$ cat src/rtl/peb_datamux_if.sv
// CPU-side word-access handshake and PEB byte-bus signal bundles used by peb_datamux.
// Signal names match the original flat port list so existing connections map one-to-one.
interface peb_cpu_if;
  logic [0:14] cpu_a;
  logic [0:15] cpu_d;
  logic        cpu_we;
  logic        cpu_req;
  logic [0:15] cpu_q;
  logic        cpu_ack;
  logic        cpu_err;
  logic        busy;

  modport master (
    output cpu_a, cpu_d, cpu_we, cpu_req,
    input  cpu_q, cpu_ack, cpu_err, busy
  );

  modport slave (
    input  cpu_a, cpu_d, cpu_we, cpu_req,
    output cpu_q, cpu_ack, cpu_err, busy
  );
endinterface

interface peb_bus_if;
  logic [0:15] a;
  logic [0:7]  d;
  logic [0:7]  q;
  logic        q_select;
  logic        memen;
  logic        we;
  logic        ready;

  modport master (
    output a, d, memen, we,
    input  q, q_select, ready
  );

  modport slave (
    input  a, d, memen, we,
    output q, q_select, ready
  );
endinterface

$ cat src/rtl/peb_datamux.sv
// PEB bus initiator: splits each 16-bit CPU word access into two 8-bit PEB
// memory cycles (odd byte first), with optional per-strobe not-ready timeout.
module peb_datamux #(
  parameter int unsigned TIMEOUT = 0,
  parameter int unsigned TW      = 8
) (
  input  logic       clk,
  input  logic       reset,
  peb_cpu_if.slave   cpu,
  peb_bus_if.master  bus
);

  typedef enum logic [2:0] {
    S_IDLE,
    S_ODD,
    S_ODD_CAP,
    S_EVEN,
    S_EVEN_CAP,
    S_DONE
  } state_t;

  state_t        state_q, state_d;
  logic [0:14]   addr_q, addr_d;
  logic [0:15]   wdata_q, wdata_d;
  logic          rd_q, rd_d;
  logic          err_q, err_d;
  logic          byte_to_q, byte_to_d;
  logic [TW-1:0] cnt_q, cnt_d;
  logic [0:7]    lo_q, lo_d;
  logic [0:15]   a_q, a_d;
  logic [0:7]    d_q, d_d;
  logic          memen_q, memen_d;
  logic          we_q, we_d;
  logic [0:15]   cpu_q_q, cpu_q_d;

  logic          timeout_hit;
  logic          strobe_end;
  logic [0:7]    cap_byte;

  // A timed-out strobe ends exactly like a ready one; a zero TIMEOUT never fires.
  always_comb begin
    timeout_hit = (TIMEOUT != 0) && !bus.ready && (cnt_q == TW'(TIMEOUT));
    strobe_end  = bus.ready || timeout_hit;
    cap_byte    = (bus.q_select && !byte_to_q) ? bus.q : 8'hFF;
  end

  always_comb begin
    state_d   = state_q;
    addr_d    = addr_q;
    wdata_d   = wdata_q;
    rd_d      = rd_q;
    err_d     = err_q;
    byte_to_d = byte_to_q;
    cnt_d     = cnt_q;
    lo_d      = lo_q;
    a_d       = a_q;
    d_d       = d_q;
    memen_d   = memen_q;
    we_d      = we_q;
    cpu_q_d   = cpu_q_q;

    unique case (state_q)
      S_IDLE: begin
        memen_d = 1'b0;
        if (cpu.cpu_req) begin
          // Strobe outputs come straight from the CPU inputs so the odd cycle
          // is on the bus in the first cycle after acceptance.
          state_d = S_ODD;
          addr_d  = cpu.cpu_a;
          wdata_d = cpu.cpu_d;
          rd_d    = !cpu.cpu_we;
          err_d   = 1'b0;
          cnt_d   = '0;
          a_d     = {cpu.cpu_a, 1'b1};
          d_d     = cpu.cpu_d[8:15];
          we_d    = cpu.cpu_we;
          memen_d = 1'b1;
        end
      end

      S_ODD: begin
        if (strobe_end) begin
          byte_to_d = timeout_hit;
          err_d     = err_q || timeout_hit;
          if (rd_q) begin
            state_d = S_ODD_CAP;
            memen_d = 1'b0;
          end else begin
            state_d = S_EVEN;
            cnt_d   = '0;
            a_d     = {addr_q, 1'b0};
            d_d     = wdata_q[0:7];
            memen_d = 1'b1;
          end
        end else begin
          cnt_d = cnt_q + 1'b1;
        end
      end

      S_ODD_CAP: begin
        lo_d    = cap_byte;
        state_d = S_EVEN;
        cnt_d   = '0;
        a_d     = {addr_q, 1'b0};
        d_d     = wdata_q[0:7];
        memen_d = 1'b1;
      end

      S_EVEN: begin
        if (strobe_end) begin
          byte_to_d = timeout_hit;
          err_d     = err_q || timeout_hit;
          memen_d   = 1'b0;
          state_d   = rd_q ? S_EVEN_CAP : S_DONE;
        end else begin
          cnt_d = cnt_q + 1'b1;
        end
      end

      S_EVEN_CAP: begin
        cpu_q_d = {cap_byte, lo_q};
        state_d = S_DONE;
      end

      S_DONE: begin
        state_d = S_IDLE;
      end

      default: begin
        state_d = S_IDLE;
        memen_d = 1'b0;
      end
    endcase
  end

  always_ff @(posedge clk or posedge reset) begin
    if (reset) begin
      state_q   <= S_IDLE;
      addr_q    <= '0;
      wdata_q   <= '0;
      rd_q      <= 1'b0;
      err_q     <= 1'b0;
      byte_to_q <= 1'b0;
      cnt_q     <= '0;
      lo_q      <= '0;
      a_q       <= '0;
      d_q       <= '0;
      memen_q   <= 1'b0;
      we_q      <= 1'b0;
      cpu_q_q   <= '0;
    end else begin
      state_q   <= state_d;
      addr_q    <= addr_d;
      wdata_q   <= wdata_d;
      rd_q      <= rd_d;
      err_q     <= err_d;
      byte_to_q <= byte_to_d;
      cnt_q     <= cnt_d;
      lo_q      <= lo_d;
      a_q       <= a_d;
      d_q       <= d_d;
      memen_q   <= memen_d;
      we_q      <= we_d;
      cpu_q_q   <= cpu_q_d;
    end
  end

  assign bus.a       = a_q;
  assign bus.d       = d_q;
  assign bus.memen   = memen_q;
  assign bus.we      = we_q;
  assign cpu.cpu_q   = cpu_q_q;
  assign cpu.cpu_ack = (state_q == S_DONE);
  assign cpu.cpu_err = (state_q == S_DONE) && err_q;
  assign cpu.busy    = (state_q != S_IDLE);

endmodule

$ cat src/flat_wrapper.sv
// flat-port wrapper written by rule: the top's interface ports become plain ports
module peb_datamux_flat 
#(
  parameter int unsigned TIMEOUT = 0,
  parameter int unsigned TW      = 8
)
  (clk, reset, cpu_cpu_a, cpu_cpu_d, cpu_cpu_we, cpu_cpu_req, cpu_cpu_q, cpu_cpu_ack, cpu_cpu_err, cpu_busy, bus_a, bus_d, bus_memen, bus_we, bus_q, bus_q_select, bus_ready);
  peb_cpu_if cpu_i ();
  peb_bus_if bus_i ();
  input  logic clk;
  input  logic reset;
  input wire logic [$bits(cpu_i.cpu_a)-1:0] cpu_cpu_a;
  input wire logic [$bits(cpu_i.cpu_d)-1:0] cpu_cpu_d;
  input wire logic [$bits(cpu_i.cpu_we)-1:0] cpu_cpu_we;
  input wire logic [$bits(cpu_i.cpu_req)-1:0] cpu_cpu_req;
  output wire logic [$bits(cpu_i.cpu_q)-1:0] cpu_cpu_q;
  output wire logic [$bits(cpu_i.cpu_ack)-1:0] cpu_cpu_ack;
  output wire logic [$bits(cpu_i.cpu_err)-1:0] cpu_cpu_err;
  output wire logic [$bits(cpu_i.busy)-1:0] cpu_busy;
  output wire logic [$bits(bus_i.a)-1:0] bus_a;
  output wire logic [$bits(bus_i.d)-1:0] bus_d;
  output wire logic [$bits(bus_i.memen)-1:0] bus_memen;
  output wire logic [$bits(bus_i.we)-1:0] bus_we;
  input wire logic [$bits(bus_i.q)-1:0] bus_q;
  input wire logic [$bits(bus_i.q_select)-1:0] bus_q_select;
  input wire logic [$bits(bus_i.ready)-1:0] bus_ready;
  assign cpu_i.cpu_a = cpu_cpu_a;
  assign cpu_i.cpu_d = cpu_cpu_d;
  assign cpu_i.cpu_we = cpu_cpu_we;
  assign cpu_i.cpu_req = cpu_cpu_req;
  assign cpu_cpu_q = cpu_i.cpu_q;
  assign cpu_cpu_ack = cpu_i.cpu_ack;
  assign cpu_cpu_err = cpu_i.cpu_err;
  assign cpu_busy = cpu_i.busy;
  assign bus_a = bus_i.a;
  assign bus_d = bus_i.d;
  assign bus_memen = bus_i.memen;
  assign bus_we = bus_i.we;
  assign bus_i.q = bus_q;
  assign bus_i.q_select = bus_q_select;
  assign bus_i.ready = bus_ready;
  peb_datamux #(.TIMEOUT(TIMEOUT), .TW(TW)) u_core (.clk(clk), .reset(reset), .cpu(cpu_i), .bus(bus_i));
endmodule
$ cat config.mk
export PLATFORM = sky130hd
export DESIGN_NAME = peb_datamux_flat
export DESIGN_NICKNAME = d
export VERILOG_FILES = /design/src/rtl/peb_datamux_if.sv /design/src/rtl/peb_datamux.sv /design/src/flat_wrapper.sv
export SDC_FILE = /design/constraint.sdc
export NUM_CORES = 1
export LEC_CHECK = 0
export CAP_MARGIN = 5
export CORE_MARGIN = 2
export CORE_UTILIZATION = 43
export DETAILED_ROUTE_END_ITERATION = 6
export HOLD_SLACK_MARGIN = 0.15
export MAX_ROUTING_LAYER = met4
export PLACE_DENSITY = 0.75
export SLEW_MARGIN = 0
export SYNTH_ARGS = -nofsm -noshare
export SYNTH_HDL_FRONTEND = slang
export SYNTH_SLANG_ARGS = --single-unit
export TNS_END_PERCENT = 5
$ cat constraint.sdc
create_clock -name clk -period 2.6 [get_ports clk]
set_input_delay 0.52 -clock clk [delete_from_list [all_inputs] [get_ports clk]]
set_output_delay 0.52 -clock clk [all_outputs]
set_load 0.005 [all_outputs]
## Yosys cells after proc, flatten, opt, wreduce, memory -nomap -nowiden

Cells that the tools add are included.

| storage, ports and cells | value |
|---|---|
| bits in registers | 85 |
| input bits | 45 |
| output and inout port bits | 45 |
| word-level logic and storage cells | 49 |

| operators by class | value |
|---|---|
| equality and inequality tests | 9 |
| muxes and demuxes | 20 |
| bitwise operators | 1 |
| reductions and logical operators | 9 |

Operator list:

| cell | count |
|---|---|
| 16-bit two-way mux | 3 |
| 16-bit one-hot mux with 3 select lines | 1 |
| 8-bit two-way mux | 4 |
| 8-bit one-hot mux with 3 select lines | 1 |
| 3-bit one-hot mux with 5 select lines | 1 |
| 3-bit two-way mux | 3 |
| 2-bit inequality test, second input constant | 4 |
| 3-bit by 2-bit == test with 1-bit output, second input constant | 2 |
| 3-bit == test, second input constant | 2 |
| 1-bit two-way mux | 6 |
| 3-bit AND reduction | 2 |
| 3-bit nonzero test | 2 |
| 1-bit one-hot mux with 5 select lines | 1 |
| 4-bit AND reduction | 1 |
| 3-bit by 1-bit == test with 1-bit output, second input constant | 1 |
| 3-bit zero test | 1 |
| 2-bit AND reduction | 1 |
| 2-bit OR reduction | 1 |
| 1-bit zero test | 1 |
| 1-bit NOT | 1 |

## Longest topological paths before layout

| depth | value |
|---|---|
| depth after elaboration | 4 |
| depth in mapped cells | 5 |
| mapped depth without buffers | 3 |

## Worst setup path before layout

OpenSTA, ideal clock, no wires.

| timing | value |
|---|---|
| path kind | register to register |
| from | reg u_core.state_q[1] |
| to | reg u_core.addr_q[0] (netlist bit) |
| library setup time | 0.125 ns |
| arrival | 1.568 ns |
| required time | 2.475 ns |
| path slack | 0.907 ns |
| cell stages (with the launch flop) | 5 |
| period minus slack after synthesis | 1.693 ns |
| cells stage by stage | dfrtp_1 buf_6 nor4b_4 buf_6 mux2_4 |

| between the ends | value |
|---|---|
| cells in the longest elaborated chain, start to end | 2 |

Ends and longest elaborated chain:

| what | RTL line | text |
|---|---|---|
| from (decl) | peb_datamux.sv:22 | `state_t state_q, state_d;` |
| from (signal assigned) | peb_datamux.sv:152 | `state_q <= state_d;` |
| 3-bit zero test | peb_datamux.sv:62 | `unique case (state_q)` |
| 2-bit AND reduction (no line) | n/a |  |
| to (signal assigned) | peb_datamux.sv:153 | `addr_q <= addr_d;` |
| to (decl) | peb_datamux.sv:23 | `logic [0:14] addr_q, addr_d;` |

No other way between the ends.
A chain may end at the register's enable or synchronous reset.

## Worst setup path in the final report

| timing | value |
|---|---|
| from | reg u_core.state_q[1] |
| to | out cpu_busy |

| between the ends | value |
|---|---|
| cells in the longest elaborated chain, start to end | 1 |

Ends and longest elaborated chain:

| what | RTL line | text |
|---|---|---|
| 3-bit nonzero test | peb_datamux.sv:175 | `assign cpu.busy = (state_q != S_IDLE);` |
| to (decl) | flat_wrapper.sv:19 | `output wire logic [$bits(cpu_i.busy)-1:0] cpu_busy;` |

No other way between the ends.

==> out/metrics.yaml <==
outcome:
  run_status: "completed"
sta:
  setup_viol: 0
  timing.slew.headroom_pct: 65.91
  fmax_mhz: 416.1
  worst_clock_skew_ns: 0.009915
  total_count_of_max_transition_violations_in_the_final_report: 0
  tightest_slew_ns: 0.5107
  finalSetupTns_ns: 0
  rsz0062_at_grt: "false"
  final-hold-violation-count: 0
  period_minus_slack_ns: 2.403
  portion_of_the_clock_cycle_consumed_by_the_worst_path_in_the_final_layout_pct: 92.43
clock_network:
  cts_buffer_depth: 2
  postCtsSetupRepairBufs: 0
  number_of_buffers_inserted_by_hold_repair_at_cts: 0
  clock_sinks: 77
  tritoncts_buffers: 9
  worst_skew_pair.late_latency_ns: 0.35
  post_cts.resized_instances: 0
  cts.reportedPaths.clkPinSlew_ns: 0.08
  clock_tree_from_tritoncts: "done"
  cts-htree-levels: 3
  root_buffer: "clkbuf_8"
detailed_routing:
  drt_pre_antenna_iters: 4
  via_count_of_the_routed_design: 2099
  number_of_routed_nets_with_antenna_violations: 0
  post_route_wl_um: 6411
  post_drt_via_cell_ratio: 4.825
  drc: 0
  detailedRoute.firstIterationViolations: 77
  routed_wire_length_per_instance_um: 14.74
place:
  port_buffers: 88
  dp_hpwl_um: 4256
  place_congestion: 0.7266
pwr:
  leakagePower_nw: 1.862
  total_power_mw: 5.660
  ir_worst_vdd_mv: 0.5794
  power_density_nw_per_um2: 1239
critical_path:
  worstSetupStartpointType: "flop"
  worstSetupPathType: "reg2out"
  setup.worst_path.end_class: "output port"
  required_time_of_the_worst_setup_path_ns: 2.08
  worstReg2RegStart: "u_core.state_q[1]$_DFFE_PP0P_"
  worst_setup_path_startpoint: "u_core.state_q[1]$_DFFE_PP0P_"
  timing.critical_path.arrival_ns: 1.88
  largest_fanout_of_any_net_on_the_critical_path: 12
hold_path:
  worstHoldStart: "u_core.addr_q[10]$_DFFE_PP0P_"
  hold_path_class: "reg2reg"
logic_synthesis:
  synthXorXnorAreaFrac_pct: 0.5240
  largest_family_of_logic_cells_by_synthesized_area: "multiplexers"
  synth.net_count: 279
  yosys_warnings: 0
  synth-adder-area-share_pct: 0
  ys_dominant_reg_cell: "dfrtp_1"
  asyncSetResetFlopFracSynth_pct: 100.0
  muxShareOfSynthArea_pct: 27.69
  netlist_top_cells_area: "dfrtp_1 58%, mux2_2 21%, mux2_4 4.5%"
  synthSimpleGateAreaFrac_pct: 6.512
  postSynthRegisterBits: 77
  synth-compound-area-share_pct: 4.379
  ys_types: 29
  synthCells: 234
  synthesis.area_um2: 3343
  synthesis.area_per_instance_um2: 14.29
  synth_enable_flop_cells: 0
  synth_largest_type_area_fraction_pct: 57.63
  synth.yosys.seq_area_share_pct: 57.63
  yosysTopAreaCell: "dfrtp_1"
finish:
  area.growth.synth_to_final_pct: 36.64
  final_cell_mix: "88 x clkdlybuf4s50_1, 77 x dfrtp_1, 61 x mux2_2, 18 x nor2_1, 17 x a21oi_1"
  layout_cells_sized_above_1_pct: 30.93
  final_common_cell: "clkdlybuf4s50_1"
  number_of_antenna_cells_inserted: 0
  finish.net_count: 373
die:
  std_cell_rows: 32
  die_y_um: 92.18
  die_w_um: 92.18
  start_util_pct: 43.72
  number_of_i_o_pins: 90
  die-area_um2: 8496
  core_area_um2: 7647
job:
  maxCapViolCount: 0
global_routing:
  first_pass_grt_wire_length_um: 10760
  grt_overflow: 0
  largest_net_degree_at_the_start_of_global_routing: 42
  antenna_found_initial: 0
  first_global_vias: 2191
  grtUsageTotal_pct: 16.75
-- routing by layer --
metal  up-vias  part of all wire, %  global-route usage, %
met5         -                    0                      -
met4         0                  1.7                  7.090
met3        10                  5.8                  4.108
met2        63                   46                  24.94
met1      1028                   47                  22.05
li1        998                    -                      -
-- final cells by class --
type                    instances  area, um2
repair buffers                 96      978.4
inverters                       2      8.758
multi-input cells             142       1319
clock inverters                 6      70.07
flip-flops and latches         77       1927
fillers                       611       3079
well taps                     102      127.6
clock buffers                  10      137.6
-- worst max-delay path, cell delays in order (launching register included) --
cell and delay (ns):
dfrtp_1 0.55, or3_2 0.53, clkdlybuf4s50_1 0.46
-- registers in the layout (all words and copies together), names as in the netlist --
signal and count:
u_core.addr_q 15, u_core.bus.a 16, u_core.bus.d 8, u_core.bus.memen 1, u_core.bus.we 1, u_core.cpu.cpu_q 16, u_core.lo_q 8, u_core.rd_q 1
u_core.state_q 3, u_core.wdata_q 8
-- kinds of logic after synthesis --
| group | after synthesis |
|---|---|
| AND/OR/NAND/NOR | 36 |
| multiplexers | 79 |
| buffers and inverters | 15 |
| AO/OA/AOI/OAI | 24 |
| flip-flops | 77 |
| XOR/XNOR | 2 |
| other | 1 |
-- path summary, 6_finish.rpt --
kind | endpoint | slack [ns] | cells past startpoint
max | cpu_busy | 0.20 | 2
min in group asynchronous | u_core.bus.a[3]$_DFFE_PP0P_ | 0.51 | 2
min reg2reg | u_core.addr_q[10]$_DFFE_PP0P_ | 0.48 | 1
max reg2reg | u_core.bus.a[14]$_DFFE_PP0P_ | 0.68 | 4
max in group asynchronous | u_core.addr_q[1]$_DFFE_PP0P_ | 1.50 | 3
min | u_core.addr_q[10]$_DFFE_PP0P_ | 0.48 | 1
-- synth_stat cells (2+ instances only) --
cell type and instances:
nor2b_1 8, mux2_2 61, nor2_1 18, o21bai_1 3, buf_2 6, inv_1 2
buf_4 3, buf_6 4, a21oi_1 17, dfrtp_1 77, nor3b_2 2, mux2_1 7
mux2_4 10
-- where the power goes --
group	internal, mW	leakage, nW	total [mW]	switching (mW)
sequential	1.80	0.877	2.16	0.358
combinational	1.71	0.890	2.57	0.859
clock	0.474	0.0951	0.929	0.455
total	3.99	1.86	5.66	1.67
-- metrics by stage --
| stage | std cells | hold slack (ns) | util [%] | instance area [um2] | setup slack [ns] |
|---|---|---|---|---|---|
| final | 435 | 0.4843 | 59.73 | 4568 | 0.1968 |
| after global routing | 435 | 0.5115 | 59.73 | 4568 | 0.1135 |
| after CTS | 435 | 0.4913 | 59.73 | 4568 | 0.1797 |
| after detailed placement | 419 | 0.4722 | 57.02 | 4360 | 0.4856 |
| after global placement | 419 | 0.4644 | 57.02 | 4360 | 0.5418 |
| after floorplan | 234 | 0.4541 | - | 3343 | 0.1133 |
(Power assumes the default switching activity.)
